==> src/rtl/hazard_ctrl.sv <==
// Pipeline hazard controller for the in-order core.
// Tracks in-flight register writes in a 32-entry scoreboard and uses it to
// stall decode on RAW/WAW hazards. After an execute-stage redirect it squashes
// fetch/decode for FLUSH_CYCLES cycles. It also counts stalled cycles.
//
//   state | meaning
//   ------+---------------------------------------------------------------
//   RUN   | normal issue; stall/bubble on scoreboard hazards
//   FLUSH | squashing younger instructions; fcnt counts remaining cycles
module hazard_ctrl #(
    parameter int FLUSH_CYCLES = 2,
    parameter int CNT_W        = 32
) (
    input  logic             clk,
    input  logic             rst,
    input  logic             de_valid,
    input  logic [4:0]       de_rs1,
    input  logic [4:0]       de_rs2,
    input  logic             de_use_rs1,
    input  logic             de_use_rs2,
    input  logic [4:0]       de_rd,
    input  logic             de_reg_write,
    input  logic             wb_en,
    input  logic [4:0]       wb_rd,
    input  logic             ex_redirect,
    output logic             stall,
    output logic             bubble,
    output logic             flush,
    output logic [31:0]      busy_map,
    output logic [CNT_W-1:0] stall_count
);

    typedef enum logic [0:0] {
        RUN   = 1'b0,
        FLUSH = 1'b1
    } state_t;

    // Reload value for the flush down-counter. The redirect cycle itself is the
    // first squash cycle, so the counter only covers the remaining cycles.
    localparam logic [3:0] FCNT_LOAD = 4'(FLUSH_CYCLES - 1);

    state_t      state;
    state_t      state_nxt;
    logic [3:0]  fcnt;
    logic [3:0]  fcnt_nxt;
    logic [31:0] busy_nxt;
    logic        raw;
    logic        waw;
    logic        issue;

    // Hazard detection from the registered scoreboard only. There is no
    // writeback bypass because the register file write and the decode read
    // happen on the same edge.
    always_comb begin
        raw = de_valid &
              ((de_use_rs1 & (de_rs1 != 5'd0) & busy_map[de_rs1]) |
               (de_use_rs2 & (de_rs2 != 5'd0) & busy_map[de_rs2]));
        waw = de_valid & de_reg_write & (de_rd != 5'd0) & busy_map[de_rd];
    end

    // Next-state logic and the combinational stall/bubble/flush outputs.
    always_comb begin
        state_nxt = state;
        fcnt_nxt  = fcnt;
        stall     = 1'b0;
        bubble    = 1'b0;
        flush     = 1'b0;
        issue     = 1'b0;

        if (ex_redirect) begin
            flush    = 1'b1;
            bubble   = 1'b1;
            fcnt_nxt = FCNT_LOAD;
            // With a single-cycle flush the redirect cycle covers everything.
            state_nxt = (FLUSH_CYCLES == 1) ? RUN : FLUSH;
        end else begin
            case (state)
                RUN: begin
                    stall  = raw | waw;
                    bubble = raw | waw;
                    issue  = de_valid & ~(raw | waw);
                end
                FLUSH: begin
                    flush    = 1'b1;
                    bubble   = 1'b1;
                    fcnt_nxt = fcnt - 4'd1;
                    if (fcnt == 4'd1) begin
                        state_nxt = RUN;
                    end
                end
                default: begin
                    state_nxt = RUN;
                    fcnt_nxt  = 4'd0;
                end
            endcase
        end

        if (rst) begin
            stall  = 1'b0;
            bubble = 1'b0;
            flush  = 1'b0;
            issue  = 1'b0;
        end
    end

    // Scoreboard update. The issue set is applied after the writeback clear so
    // that a new writer of the same index keeps its busy bit. x0 is never tracked.
    always_comb begin
        busy_nxt = busy_map;
        if (wb_en && (wb_rd != 5'd0)) begin
            busy_nxt[wb_rd] = 1'b0;
        end
        if (issue && de_reg_write && (de_rd != 5'd0)) begin
            busy_nxt[de_rd] = 1'b1;
        end
        busy_nxt[0] = 1'b0;
    end

    // State register, flush counter and scoreboard.
    always_ff @(posedge clk) begin
        if (rst) begin
            state    <= RUN;
            fcnt     <= 4'd0;
            busy_map <= 32'd0;
        end else begin
            state    <= state_nxt;
            fcnt     <= fcnt_nxt;
            busy_map <= busy_nxt;
        end
    end

    // Saturating count of stalled cycles.
    always_ff @(posedge clk) begin
        if (rst) begin
            stall_count <= '0;
        end else if (stall && (stall_count != {CNT_W{1'b1}})) begin
            stall_count <= stall_count + CNT_W'(1);
        end
    end

endmodule

==> config.mk <==
export PLATFORM = sky130hd
export DESIGN_NAME = hazard_ctrl
export DESIGN_NICKNAME = d
export VERILOG_FILES = /design/src/rtl/hazard_ctrl.sv
export SDC_FILE = /design/constraint.sdc
export NUM_CORES = 1
export LEC_CHECK = 0
export ABC_CLOCK_PERIOD_IN_PS = 7100
export BUFFER_PORTS_ARGS = -buffer_cell sky130_fd_sc_hd__buf_2
export CAP_MARGIN = 20
export CORE_MARGIN = 5
export CORE_UTILIZATION = 40
export CTS_BUF_LIST = sky130_fd_sc_hd__clkbuf_16
export DETAILED_ROUTE_END_ITERATION = 7
export PLACE_DENSITY = 0.73
export SLEW_MARGIN = 40
export SYNTH_ARGS = -nofsm -noshare
export SYNTH_HDL_FRONTEND = slang
export SYNTH_SLANG_ARGS = --single-unit
==> constraint.sdc <==
create_clock -name clk -period 7.1 [get_ports clk]
set_input_delay 2.13 -clock clk [delete_from_list [all_inputs] [get_ports clk]]
set_output_delay 2.13 -clock clk [all_outputs]
set_load 0.02 [all_outputs]
== Word-level counts from Yosys, hierarchy flattened ==
Index checks and enable logic that the tools add are counted.

* Bits in registers: 69
* Bits of input ports: 28
* Logic and storage cells: 73

* $add $sub $neg: 2
* Order comparisons: 6
* Equality and inequality tests: 2
* Mux-type cells: 29
* Bitwise operators: 16
* Reduce and logical (&&, ||, !) cells: 12

{| class="wikitable"
|+ Operators by type and width
! operator !! count
|-
| 32-bit 2-to-1 mux || 2
|-
| 32-bit by 1-bit adder with 32-bit output (second input constant) || 1
|-
| 32-bit AND || 1
|-
| 32-bit != test (second input constant) || 1
|-
| 32-bit inverter || 1
|-
| 32-bit bitwise OR || 1
|-
| 5-bit by 6-bit less-than comparator with 1-bit output (second input constant) || 4
|-
| 1-bit 2-to-1 mux || 21
|-
| 5-bit nonzero test || 4
|-
| 1-bit binary-select mux with 5-bit select || 3
|-
| 1-bit demux with 5-bit select || 2
|-
| 5-bit by 1-bit greater-or-equal comparator with 1-bit output (second input constant) || 2
|-
| 1-bit AND || 9
|-
| 1-bit logical AND || 6
|-
| 4-bit by 1-bit equality test with 1-bit output (second input constant) || 1
|-
| 4-bit by 1-bit subtractor with 4-bit output (second input constant) || 1
|-
| 1-bit inverter || 2
|-
| 1-bit bitwise OR || 2
|-
| 1-bit case mux with 2 select lines || 1
|-
| 2-bit nonzero test || 1
|-
| 2-bit OR reduction || 1
|}

== Logic depth before layout (Yosys ltp) ==
* Word-level depth: 14
* Depth in mapped cells: 10

== Worst setup path before layout ==
OpenSTA, ideal clock, no wires.

* Path kind: input port to output port
* From: in de_rs2[0]
* To: out stall
* Arrival: 4.062 ns
* Data required time: 4.970 ns
* Slack: 0.908 ns
* Stages on the path: 8
* Path buffers: 2
* Cells stage by stage: buf_4 -> mux4_2 -> a32oi_1 -> nand3_1 -> and3_1 -> nor3_4 -> buf_4 -> clkinv_1

* Word-level cells in the longest chain between the ends: 9
* Elaborated cells on any way between the ends: 11
* Classes of those cells: mux (5); bitwise (5); reduce/logical (1)

{| class="wikitable"
|+ RTL lines
! what !! RTL line !! text
|-
| start: declaration || 18 || <nowiki>input logic [4:0] de_rs2,</nowiki>
|-
| 1-bit binary-select mux with 5-bit select / 5-bit nonzero test (equally long branches) || 57 || <nowiki>(de_use_rs2 & (de_rs2 != 5'd0) & busy_map[de_rs2]));</nowiki>
|-
| 1-bit 2-to-1 mux (implied by the code) / 1-bit AND (equally long branches) || 57 ||
|-
| 1-bit AND (*) || 57 ||
|-
| 1-bit bitwise OR (*) || 56 || <nowiki>((de_use_rs1 & (de_rs1 != 5'd0) & busy_map[de_rs1]) |</nowiki>
|-
| 1-bit AND (*) || 55 || <nowiki>raw = de_valid &</nowiki>
|-
| 1-bit bitwise OR (*) || 79 || <nowiki>stall = raw | waw;</nowiki>
|-
| 1-bit 2-to-1 mux (*) || 77 || <nowiki>case (state)</nowiki>
|-
| 1-bit 2-to-1 mux (*) || 70 || <nowiki>if (ex_redirect) begin</nowiki>
|-
| 1-bit 2-to-1 mux (*) || 98 || <nowiki>if (rst) begin</nowiki>
|-
| end: declaration || 26 || <nowiki>output logic stall,</nowiki>
|}

Mark *: on every way between the ends. The rest lies on a longest branch, timed or not. The select of a mux whose other input is x is not followed.

== Worst setup path in the final report ==
* From: in de_rd[0]
* To: out bubble

* Word-level cells in the longest chain between the ends: 7
* Elaborated cells on any way between the ends: 9
* Classes of those cells: mux (5); bitwise (3); reduce/logical (1)

{| class="wikitable"
|+ RTL lines
! what !! RTL line !! text
|-
| start: declaration || 21 || <nowiki>input logic [4:0] de_rd,</nowiki>
|-
| 1-bit binary-select mux with 5-bit select / 5-bit nonzero test (equally long branches) || 58 || <nowiki>waw = de_valid & de_reg_write & (de_rd != 5'd0) & busy_map[de_rd];</nowiki>
|-
| 1-bit 2-to-1 mux (implied by the code) / 1-bit AND (equally long branches) || 58 ||
|-
| 1-bit AND (*) || 58 ||
|-
| 1-bit bitwise OR (*) || 80 || <nowiki>bubble = raw | waw;</nowiki>
|-
| 1-bit case mux with 2 select lines (*) || 77 ||
|-
| 1-bit 2-to-1 mux (*) || 70 ||
|-
| 1-bit 2-to-1 mux (*) || 98 ||
|-
| end: declaration || 27 || <nowiki>output logic bubble,</nowiki>
|}

Marks and branches as above.

==> flow_summary.json <==
{
  "start_kind": "primary input",
  "synth.most_common_cell": "dfxtp_1",
  "endpoint_kind": "primary output",
  "p_leak_nw": 1.85,
  "yosys_warnings": 0,
  "maxSlewHeadroom_pct": 60.4,
  "synth_cells": 488,
  "h-tree-depth": 3,
  "wl_per_cell_um": 18.5,
  "viasPerCell": 6.27,
  "postCtsSetupBuffers": 0,
  "clk_latency_ns": 0.33,
  "dpl.hpwl_um": 9320,
  "drive_above_1_share_pct": 24.5,
  "ant_nets": 0,
  "hold_slack_ns": 0.491,
  "io_pins": 95,
  "port_buffers": 93,
  "numCtsBuffers": 9,
  "ys_ff_latch": 68,
  "cp.required_ns": 4.97,
  "rows": 37,
  "die_area_mm2": 0.0126,
  "tns_ns": 0,
  "grt_pass1_vias": 4189,
  "syn_nets": 519,
  "clockBufferDepth": 2,
  "cts_tree": "yes",
  "drtIter0Drc": 425,
  "core_mm2": 0.0103,
  "worst_slew_pin_slew_ns": 0.593,
  "critPathMostFrequentCell": "buf_2",
  "worstPathCellList": "buf_2 -> mux4_1 -> nor3b_1 -> nor4_1 -> or3_1 -> a221oi_1 -> a21oi_1 -> buf_2",
  "clock_skew_ns": 0.0121,
  "grt_max_degree": 55,
  "yosysTopAreaCell": "dfxtp_1",
  "synth_top_area_share_pct": 32.4,
  "timing.final.crit_period_ns": 6.52,
  "finalMaxSlewViolations": 0,
  "synth_edf_count": 0,
  "max_freq_mhz": 153,
  "cts_hold_buffers": 0,
  "cpPeakStageDelay_ns": 0.60,
  "grt_pass1_wl_um": 21200,
  "routabilityCongestion": 0.934,
  "clock_sinks": 68,
  "cts_resized": 0,
  "syn_area_mm2": 0.00420,
  "grt-ovfl-total": 0,
  "ys_top_cells_by_area": "dfxtp_1 (32%), mux4_2 (7.5%), nand2_1 (4.8%)",
  "cp.arrival_ns": 4.39,
  "worst-path-max-fanout": 13,
  "synthTopCellsByCount": "dfxtp_1 (68), nand2_1 (54), o21ai_0 (39)",
  "first_pass_iters": 5,
  "die_h_um": 112,
  "synthFlopType": "dfxtp_1",
  "path_buf_inv": 2,
  "period_share_pct": 91.8,
  "multiInputGateArea_mm2": 0.00266,
  "rsz0062_at_grt": "false",
  "antenna_found_initial": 0,
  "worst_ir_drop_vdd_mv": 0.114,
  "synthArstFlopShare_pct": 0,
  "clk_pin_slew_ns": 0.05,
  "ys_types": 62,
  "syn_avg_cell_area_um2": 8.60,
  "drt_drc_violations_left": 0,
  "status": "complete, no violations",
  "grt_usage_pct": 20.3,
  "crit_slowest_cell": "mux4_1",
  "drv_cap": 0,
  "cts_root_buffer": "clkbuf_16",
  "drt-total-wl_um": 13000,
  "fp.dieW_um": 112,
  "synthToLayoutAreaGrowth_pct": 18.4,
  "nets": 596,
  "seq_area_frac_synth_pct": 32.4,
  "n_fill_cell": 1033,
  "crit_type": "primary input to primary output",
  "utilization_pct": 48.4,
  "hold_viol": 0,
  "diodes": 0,
  "hold_class": "register to register",
  "cellPowerDensity_mw_per_mm2": 177,
  "final-seq-area_mm2": 0.00136,
  "path_delay_family": "simple AND/OR/NAND/NOR gates",
  "start_util_pct": 40.9,
  "via_count": 4416,
  "setup_viol": 0
}
==> area by class of cell <==
class | count | area share, %
Tap cell | 136 | 3.42
Inverter | 5 | 0.378
Clock inverter | 5 | 0.906
Clock buffer | 9 | 4.53
Sequential cell | 68 | 27.4
Multi-Input combinational cell | 385 | 53.6
Timing Repair Buffer | 96 | 9.82
==> routing by layer <==
layer / routed length (µm) / GRT usage [%] / part of all wire (%) / up-vias
met5: 0 / 0 / 0 / -
met4: 301 / 7.29 / 2.3 / 0
met3: 1040 / 4.64 / 8.0 / 31
met2: 6260 / 33.3 / 48 / 223
met1: 5410 / 26.1 / 42 / 2116
li1: - / - / - / 2046
==> logic make-up (layout without fill, tap and decap cells) <==
logic type	after synthesis	in the layout	share of synthesized area [%]
AND/OR/NAND/NOR	214	214	28.4
XOR/XNOR	3	3	0.626
multiplexers	36	36	13.4
AO/OA/AOI/OAI	128	128	19.9
buffers and inverters	35	115	4.29
other	1	1	0.0893
adder cells (fa/ha/maj)	3	3	0.894
flip-flops	68	68	32.4
==> through the flow <==
stage	total power (W)	instances	area (µm²)	setup WS, ns
global route	0.000909	704	4970	0.330
floorplan	0.000446	488	4200	0.908
global placement	0.000467	690	4700	0.586
finish	0.000879	704	4970	0.580
detailed placement	0.000469	690	4700	0.555
CTS	0.000886	704	4970	0.544
==> flip-flops by register name (all words and copies together), names as in the netlist <==
name and cells:
stall_count 32, state 1, fcnt 4, busy_map 31
==> power by group <==
| group | total, W | internal, W | switching (W) |
|---|---|---|---|
| Combinational | 0.0000753 | 0.0000265 | 0.0000488 |
| Clock | 0.000417 | 0.000263 | 0.000154 |
| Sequential | 0.000387 | 0.000384 | 0.00000300 |
==> final timing paths <==
path / start / depth (start not counted) / slack [ns] / end
max: de_rd[0] / 8 / 0.58 / bubble
min: stall_count[28]$_SDFFE_PP0P_ / 2 / 0.49 / stall_count[28]$_SDFFE_PP0P_
max reg2reg: busy_map[9]$_SDFF_PP0_ / 7 / 4.21 / busy_map[22]$_SDFF_PP0_
min reg2reg: stall_count[28]$_SDFFE_PP0P_ / 2 / 0.49 / stall_count[28]$_SDFFE_PP0P_
==> cell usage in the layout (no fill, tap or decap), types with 3 or more instances in the layout <==
| master | n |
|---|---|
| nor3_1 | 15 |
| or3_1 | 9 |
| a21oi_1 | 25 |
| nor4_1 | 7 |
| o41ai_1 | 9 |
| or4_1 | 11 |
| a22oi_1 | 3 |
| o311ai_0 | 3 |
| inv_1 | 3 |
| mux4_2 | 14 |
| nand2_1 | 54 |
| o21a_1 | 3 |
| and3_1 | 7 |
| nand3_1 | 36 |
| clkbuf_16 | 9 |
| nor4b_1 | 3 |
| nor3b_1 | 6 |
| ha_1 | 3 |
| mux2_2 | 10 |
| o211ai_1 | 16 |
| nand4_1 | 6 |
| buf_2 | 93 |
| nor2_1 | 19 |
| mux2i_1 | 11 |
| and4_1 | 3 |
| nand2b_1 | 4 |
| buf_4 | 3 |
| clkinv_1 | 5 |
| o31a_1 | 3 |
| dfxtp_1 | 68 |
| nor2b_1 | 10 |
| o31ai_1 | 10 |
| nand3b_1 | 11 |
| o21ai_0 | 39 |
==> tightest hold or removal path, stage by stage, from the launching register on <==
cell     delay [ns]
dfxtp_1        0.32
o31ai_1        0.07
a21oi_1        0.05
Power figures use the tool's default switching activity.
